===== config.mk =====
export PLATFORM = sky130hd
export DESIGN_NAME = serial_subtractor
export DESIGN_NICKNAME = d
export VERILOG_FILES = /design/src/rtl/serial_subtractor.sv
export SDC_FILE = /design/constraint.sdc
export NUM_CORES = 1
export LEC_CHECK = 0
export BUFFER_PORTS_ARGS = -buffer_cell sky130_fd_sc_hd__buf_2
export CELL_PAD_IN_SITES_DETAIL_PLACEMENT = 1
export CELL_PAD_IN_SITES_GLOBAL_PLACEMENT = 1
export CORE_MARGIN = 5
export CORE_UTILIZATION = 43
export DETAILED_ROUTE_END_ITERATION = 6
export PLACE_DENSITY = 0.88
export SLEW_MARGIN = 20
export SYNTH_ARGS = -nofsm -noshare
export SYNTH_HDL_FRONTEND = slang
export SYNTH_SLANG_ARGS = --single-unit

===== constraint.sdc =====
create_clock -name clk -period 2 [get_ports clk]
set_clock_uncertainty 0.15 [all_clocks]
set_input_delay 0.2 -clock clk [delete_from_list [all_inputs] [get_ports clk]]
set_output_delay 0.2 -clock clk [all_outputs]
set_load 0.02 [all_outputs]

===== src/rtl/serial_subtractor.sv =====
// Bit-serial unsigned subtractor: a - b - bin over WIDTH cycles, LSB first, with a single
// full-subtractor cell, a registered borrow and a start/done handshake.
module serial_subtractor #(
  parameter int unsigned WIDTH = 8
) (
  input  logic             clk,
  input  logic             rst_n,
  input  logic             in_start,
  input  logic [WIDTH-1:0] in_a,
  input  logic [WIDTH-1:0] in_b,
  input  logic             in_bin,
  output logic             out_busy,
  output logic             out_done,
  output logic [WIDTH-1:0] out_diff,
  output logic             out_bout,
  output logic             out_d_bit,
  output logic             out_d_valid
);

  localparam int unsigned CntW = (WIDTH > 1) ? $clog2(WIDTH) : 1;
  localparam logic [CntW-1:0] LastCnt = CntW'(WIDTH - 1);

  typedef enum logic [1:0] {StIdle, StRun, StDone} state_e;

  state_e           state_q;
  logic [WIDTH-1:0] a_q, b_q, d_q;
  logic             br_q;
  logic [CntW-1:0]  cnt_q;

  logic             a0, b0, d_bit, bo_bit;
  logic [WIDTH-1:0] d_shift;

  // Full-subtractor cell on the current LSBs and the carried borrow.
  always_comb begin
    a0      = a_q[0];
    b0      = b_q[0];
    d_bit   = a0 ^ b0 ^ br_q;
    bo_bit  = (~a0 & b0) | (~(a0 ^ b0) & br_q);
    d_shift = {d_bit, d_q[WIDTH-1:1]};
  end

  always_ff @(posedge clk or negedge rst_n) begin
    if (!rst_n) begin
      state_q     <= StIdle;
      a_q         <= '0;
      b_q         <= '0;
      d_q         <= '0;
      br_q        <= 1'b0;
      cnt_q       <= '0;
      out_done    <= 1'b0;
      out_diff    <= '0;
      out_bout    <= 1'b0;
      out_d_bit   <= 1'b0;
      out_d_valid <= 1'b0;
    end else begin
      out_done    <= 1'b0;
      out_d_valid <= 1'b0;
      case (state_q)
        StIdle, StDone: begin
          if (in_start) begin
            a_q     <= in_a;
            b_q     <= in_b;
            br_q    <= in_bin;
            d_q     <= '0;
            cnt_q   <= '0;
            state_q <= StRun;
          end else begin
            state_q <= StIdle;
          end
        end
        StRun: begin
          a_q         <= a_q >> 1;
          b_q         <= b_q >> 1;
          d_q         <= d_shift;
          br_q        <= bo_bit;
          cnt_q       <= cnt_q + 1'b1;
          out_d_bit   <= d_bit;
          out_d_valid <= 1'b1;
          if (cnt_q == LastCnt) begin
            out_diff <= d_shift;
            out_bout <= bo_bit;
            out_done <= 1'b1;
            state_q  <= StDone;
          end
        end
        default: state_q <= StIdle;
      endcase
    end
  end

  assign out_busy = (state_q == StRun);

endmodule

==> Yosys cells after proc, flatten, opt, wreduce, memory -nomap -nowiden <==
Index checks and enable logic that the tools add are counted.
{ "op_classes": {"add_sub_neg": 1, "n_eq_ne": 5, "mux": 16, "n_bitwise": 7, "reduce_logical": 5} }
{ "op_table": {"columns": ["op", "count"], "rows": [
  ["8-bit one-hot mux with 2 select lines", 3],
  ["8-bit two-way mux", 3],
  ["3-bit one-hot mux with 2 select lines", 1],
  ["1-bit two-way mux", 5],
  ["2-bit one-hot mux with 2 select lines", 1],
  ["2-bit AND reduction", 2],
  ["3-bit by 1-bit adder with 3-bit output (second input constant)", 1],
  ["3-bit == test (second input constant)", 1],
  ["3-bit two-way mux", 1],
  ["1-bit AND", 2],
  ["2-bit by 1-bit == test with 1-bit output (second input constant)", 1],
  ["2-bit == test (second input constant)", 1],
  ["2-bit logical NOT", 1],
  ["2-bit two-way mux", 1],
  ["2-bit by 1-bit inequality test with 1-bit output (second input constant)", 1],
  ["2-bit inequality test (second input constant)", 1],
  ["1-bit NOT", 2],
  ["1-bit one-hot mux with 2 select lines", 1],
  ["2-bit nonzero test", 1],
  ["2-bit OR reduction", 1],
  ["1-bit XOR", 2],
  ["1-bit OR", 1]
]} }
{ "totals": {"regBits": 42, "in_bits": 20, "elab_cells": 45} }

==> Logic depth before layout (Yosys ltp) <==
{ "logic_depth": {"depth_word": 5, "mapped_depth": 6, "mapped_depth_nobuf": 5} }

==> Least setup slack after synthesis <==
No wires, ideal clock.
{ "synth_timing": {"path_kind": "register -> register", "from": "register cnt_q[0]", "to": "register out_diff[0]", "setup_time_ps": 128, "arrival_time_ps": 1374, "path_slack_ps": 348, "stages_incl_launch_ff": 6, "path_buffers": 1, "period_less_slack_ps": 1652, "path_cell_list": "dfrtp_1 > ha_1 > ha_1 > nand3b_4 > buf_2 > mux2_1"} }
{ "synth_between": {"elab_chain_cells": 2} }
{ "synth_rtl": {"columns": ["element", "line", "source"], "rows": [
  ["from (decl)", "28", "logic [CntW-1:0] cnt_q;"],
  ["from (signal assigned)", "76", "cnt_q <= cnt_q + 1'b1;"],
  ["3-bit == test", "79", "if (cnt_q == LastCnt) begin"],
  ["2-bit AND reduction (no source line)", null, null],
  ["to (signal assigned)", "80", "out_diff <= d_shift;"],
  ["to (decl)", "14", "output logic [WIDTH-1:0] out_diff,"]
]} }
No other way between the ends.
A chain may end at the register's enable or synchronous reset.

==> Worst setup path after layout <==
{ "layout_timing": {"from": "register state_q[1]", "to": "output port out_busy"} }
{ "layout_between": {"elab_chain_cells": 1} }
{ "layout_rtl": {"columns": ["element", "line", "source"], "rows": [
  ["from (decl)", "25", "state_e state_q;"],
  ["from (signal assigned)", "44", "state_q <= StIdle;"],
  ["from (signal assigned)", "66", "state_q <= StRun;"],
  ["from (signal assigned)", "68", "state_q <= StIdle;"],
  ["2-bit by 1-bit == test with 1-bit output", "91", "assign out_busy = (state_q == StRun);"],
  ["to (decl)", "12", "output logic out_busy,"]
]} }
No other way between the ends.

==> impl_metrics.csv <==
group,metric,value,unit
run_status,status,"completed",
layout,final_core_util,53.3,%
worst_setup_path,crit_type,"reg -> out",
worst_setup_path,cpPeakStageDelay,490,ps
power,vdd_drop_max,0.522,mV
logic_synthesis,yosys.area.top_type,"dfrtp_1",
run,drv_cap,0,
detailed_routing,wl_met2,2190,um
logic_synthesis,synth_seq_cells,41,
logic_synthesis,ys_types,24,
sta,worst_slew_pin_slew,517,ps
sta,finalWorstSetupSlack,156,ps
detailed_routing,vias,1304,
power,p_total,0.00349,W
cts,cts.sinks,41,
worst_setup_path,path_cells,"nand2b_1, inv_1, buf_2",
cts,cts_resized,0,
worst_setup_path,reg2reg_to,"cnt_q[2]",
global_route,grt_overflow,0,
floorplanning,rows,23,
floorplanning,die_w,75.3,um
logic_synthesis,ys_warn_count,0,
power,p_per_area,1610,nW/um2
worst_setup_path,crit_fanout,10,
sta,rsz0062_at_grt,"false",
detailed_routing,dr.first_iter.drc_count,57,
hold_path,hold_end,"br_q",
power,power_frac_clock,15.2,%
logic_synthesis,ys_seq_area_share,56.0,%
power,p_switching,0.00138,W
sta,hold_viol,0,
floorplanning,io_pins,33,
detailed_routing,drt-wirelength-per-cell,17.8,um
floorplanning,start_util,45.1,%
worst_setup_path,critPathSlowestCell,"dfrtp_1",
power,p_int,0.00211,W
detailed_routing,post_drt_via_cell_ratio,5.37,
worst_setup_path,crit_family,"flip-flops",
worst_setup_path,crit-reg2reg-launch,"cnt_q[0]",
global_route,grt_max_degree,42,
global_route,track_usage,17.3,%
detailed_routing,drtPass1Iterations,4,
floorplanning,fp.dieH,75.3,um
place,dp_hpwl,3080,um
layout,antenna_cells,0,
worst_setup_path,rr_worst_depth,4,
logic_synthesis,netlist_area,1830,um2
worst_setup_path,arrival,1490,ps
worst_setup_path,cp_num_buf_inv,2,
layout,area_growth_syn_to_layout,18.0,%
cts,clk_pin_slew_worst_paths,80,ps
worst_setup_path,r2r_slack,350,ps
sta,period_needed,1840,ps
cts,clockRootBuffer,"clkbuf_8",
worst_setup_path,endpoint_kind,"output pin",
layout,final_cell_area,2160,um2
sta,finalCritPeriodShare,92.2,%
cts,clk_latency,290,ps
detailed_routing,wl_met3,194,um
detailed_routing,drt-total-wl,4330,um
place,io_buffers,32,
detailed_routing,drc_errors,0,
floorplanning,dieArea,5660,um2
cts,cts_inserted_buffers,5,
sta,slew_violations,0,
cts,htreeDepth,2,
power,p_leak,1.02,nW
layout,drive_above_1_share,28.5,%
power,comb_power_share,42.4,%
power,power_frac_seq,42.3,%
detailed_routing,met1_length,1900,um
place,place.gp.congestion,0.748,
hold_path,min_from,"in_bin",
worst_setup_path,critPathLaunchType,"register",
cts,clk_path_buf_depth,2,
place,pre_cts_ws,373,ps
logic_synthesis,syn-num-nets,178,
logic_synthesis,yosysTopAreaCellShare,56.0,%
hold_path,hold_class,"in -> reg",
logic_synthesis,avgSynthCellArea,11.8,um2
global_route,grt_pass1_vias,1481,
sta,finalSetupViolCount,0,
cts,cts_tree,"built",
logic_synthesis,synth_cells,155,
detailed_routing,drtAntennaViolNets,0,
place,placed_area,2040,um2
sta,fmax,542,MHz
hold_path,whs_path_depth,3,
floorplanning,core-area,4060,um2
global_route,antenna_found_initial,0,
detailed_routing,highest_layer,"met4",
global_route,grt_pass1_wl,7270,um
worst_setup_path,critPathRequiredTime,1650,ps
sta,tns,0,ps
logic_synthesis,synth_area_leaders,"dfrtp_1 (56%), mux2i_1 (5.5%), a22o_1 (4.3%)",
sta,slew_headroom,65.5,%
layout,nets,215,
power,swShare,39.6,%
## kinds of logic after synthesis
family / synth area share (%)
flip-flops: 56.0
AND/OR/NAND/NOR: 10.2
multiplexers: 12.8
AO/OA/AOI/OAI: 14.0
buffers and inverters: 4.44
adder cells (fa/ha/maj): 2.46
## cells in the mapped netlist
master,count
dfrtp_1,41
mux2i_1,10
nor2b_1,10
a211oi_1,9
a21oi_1,9
a22o_1,9
buf_2,8
mux2_1,6
mux2_2,6
nand2_1,6
inv_1,5
nand3_1,5
nor2_1,5
o21ai_0,5
nor3_1,4
o22ai_1,4
a22oi_1,2
buf_4,2
clkbuf_1,2
ha_1,2
nand2b_1,2
fa_1,1
nand3b_4,1
nor2_2,1
## timing repair
item,in CTS,in global routing
setup endpoints to repair,0,0
hold buffers,3,0
setup buffers,0,0
endpoints found under the hold margin,43,0
## how the worst max path moves through the flow
| stage | from | end | slack [ps] | cells past startpoint |
|---|---|---|---|---|
| after floorplan | cnt_q[0] | out_diff[0] | 350 | 5 |
| after global placement | cnt_q[0] | out_diff[2] | 440 | 4 |
| after detailed placement | cnt_q[0] | cnt_q[2] | 370 | 4 |
| after CTS | state_q[1] | out_busy | 130 | 3 |
| after global routing | state_q[1] | out_busy | 50 | 3 |
| final | state_q[1] | out_busy | 160 | 3 |
## tightest hold or removal path, stage by stage
cell and delay [ps]:
buf_2 80, a211oi_1 60, a21oi_1 100
## power by group through the flow
stage,Clock (W),Combinational [W],Sequential [W]
final,0.000532,0.00148,0.00148
after global routing,0.000587,0.00163,0.00153
after CTS,0.000547,0.00151,0.00148
after detailed placement,0,0.00147,0.00149
after global placement,0,0.00135,0.00145
after floorplan,0,0.000929,0.00153
## final cells by class
type                            count  area (um2)
Inverter                            5        18.8
Timing Repair Buffer               42         243
Clock inverter                      3        17.5
Sequential cell                    41        1030
Clock buffer                        5        68.8
Multi-Input combinational cell     97         724
Tap cell                           50        62.6
Fill cell                         453        1900
## stage by stage
stage	hold slack, ps	std cells
6_report	32.7	243
5_1_grt	24.4	243
4_1_cts	30.5	243
3_5_place_dp	148	232
3_3_place_gp	129	232
2_1_floorplan	-246	155
## sequential cells by signal, summed over array words and instances (netlist names), 2 cells and up
register / cells
b_q: 8
cnt_q: 3
state_q: 2
out_diff: 8
d_q: 7
a_q: 8
## cells in the final DEF, fill, tap and decap left out, drive strengths merged, types with 5 or more instances in the layout
| master | n |
|---|---|
| clkbuf | 5 |
| buf | 39 |
| inv | 5 |
| nand3 | 5 |
| nor2b | 10 |
| o21ai | 5 |
| dfrtp | 41 |
| a22o | 9 |
| mux2 | 12 |
| a211oi | 9 |
| nor2 | 6 |
| mux2i | 10 |
| a21oi | 9 |
| nand2 | 6 |
## layer usage
metal,GRT usage (%),vias to the layer above
met2,29.2,28
met4,5.24,0
met5,0,-
met1,22.3,646
li1,-,627
met3,3.87,3
Power figures use the tool's default switching activity.
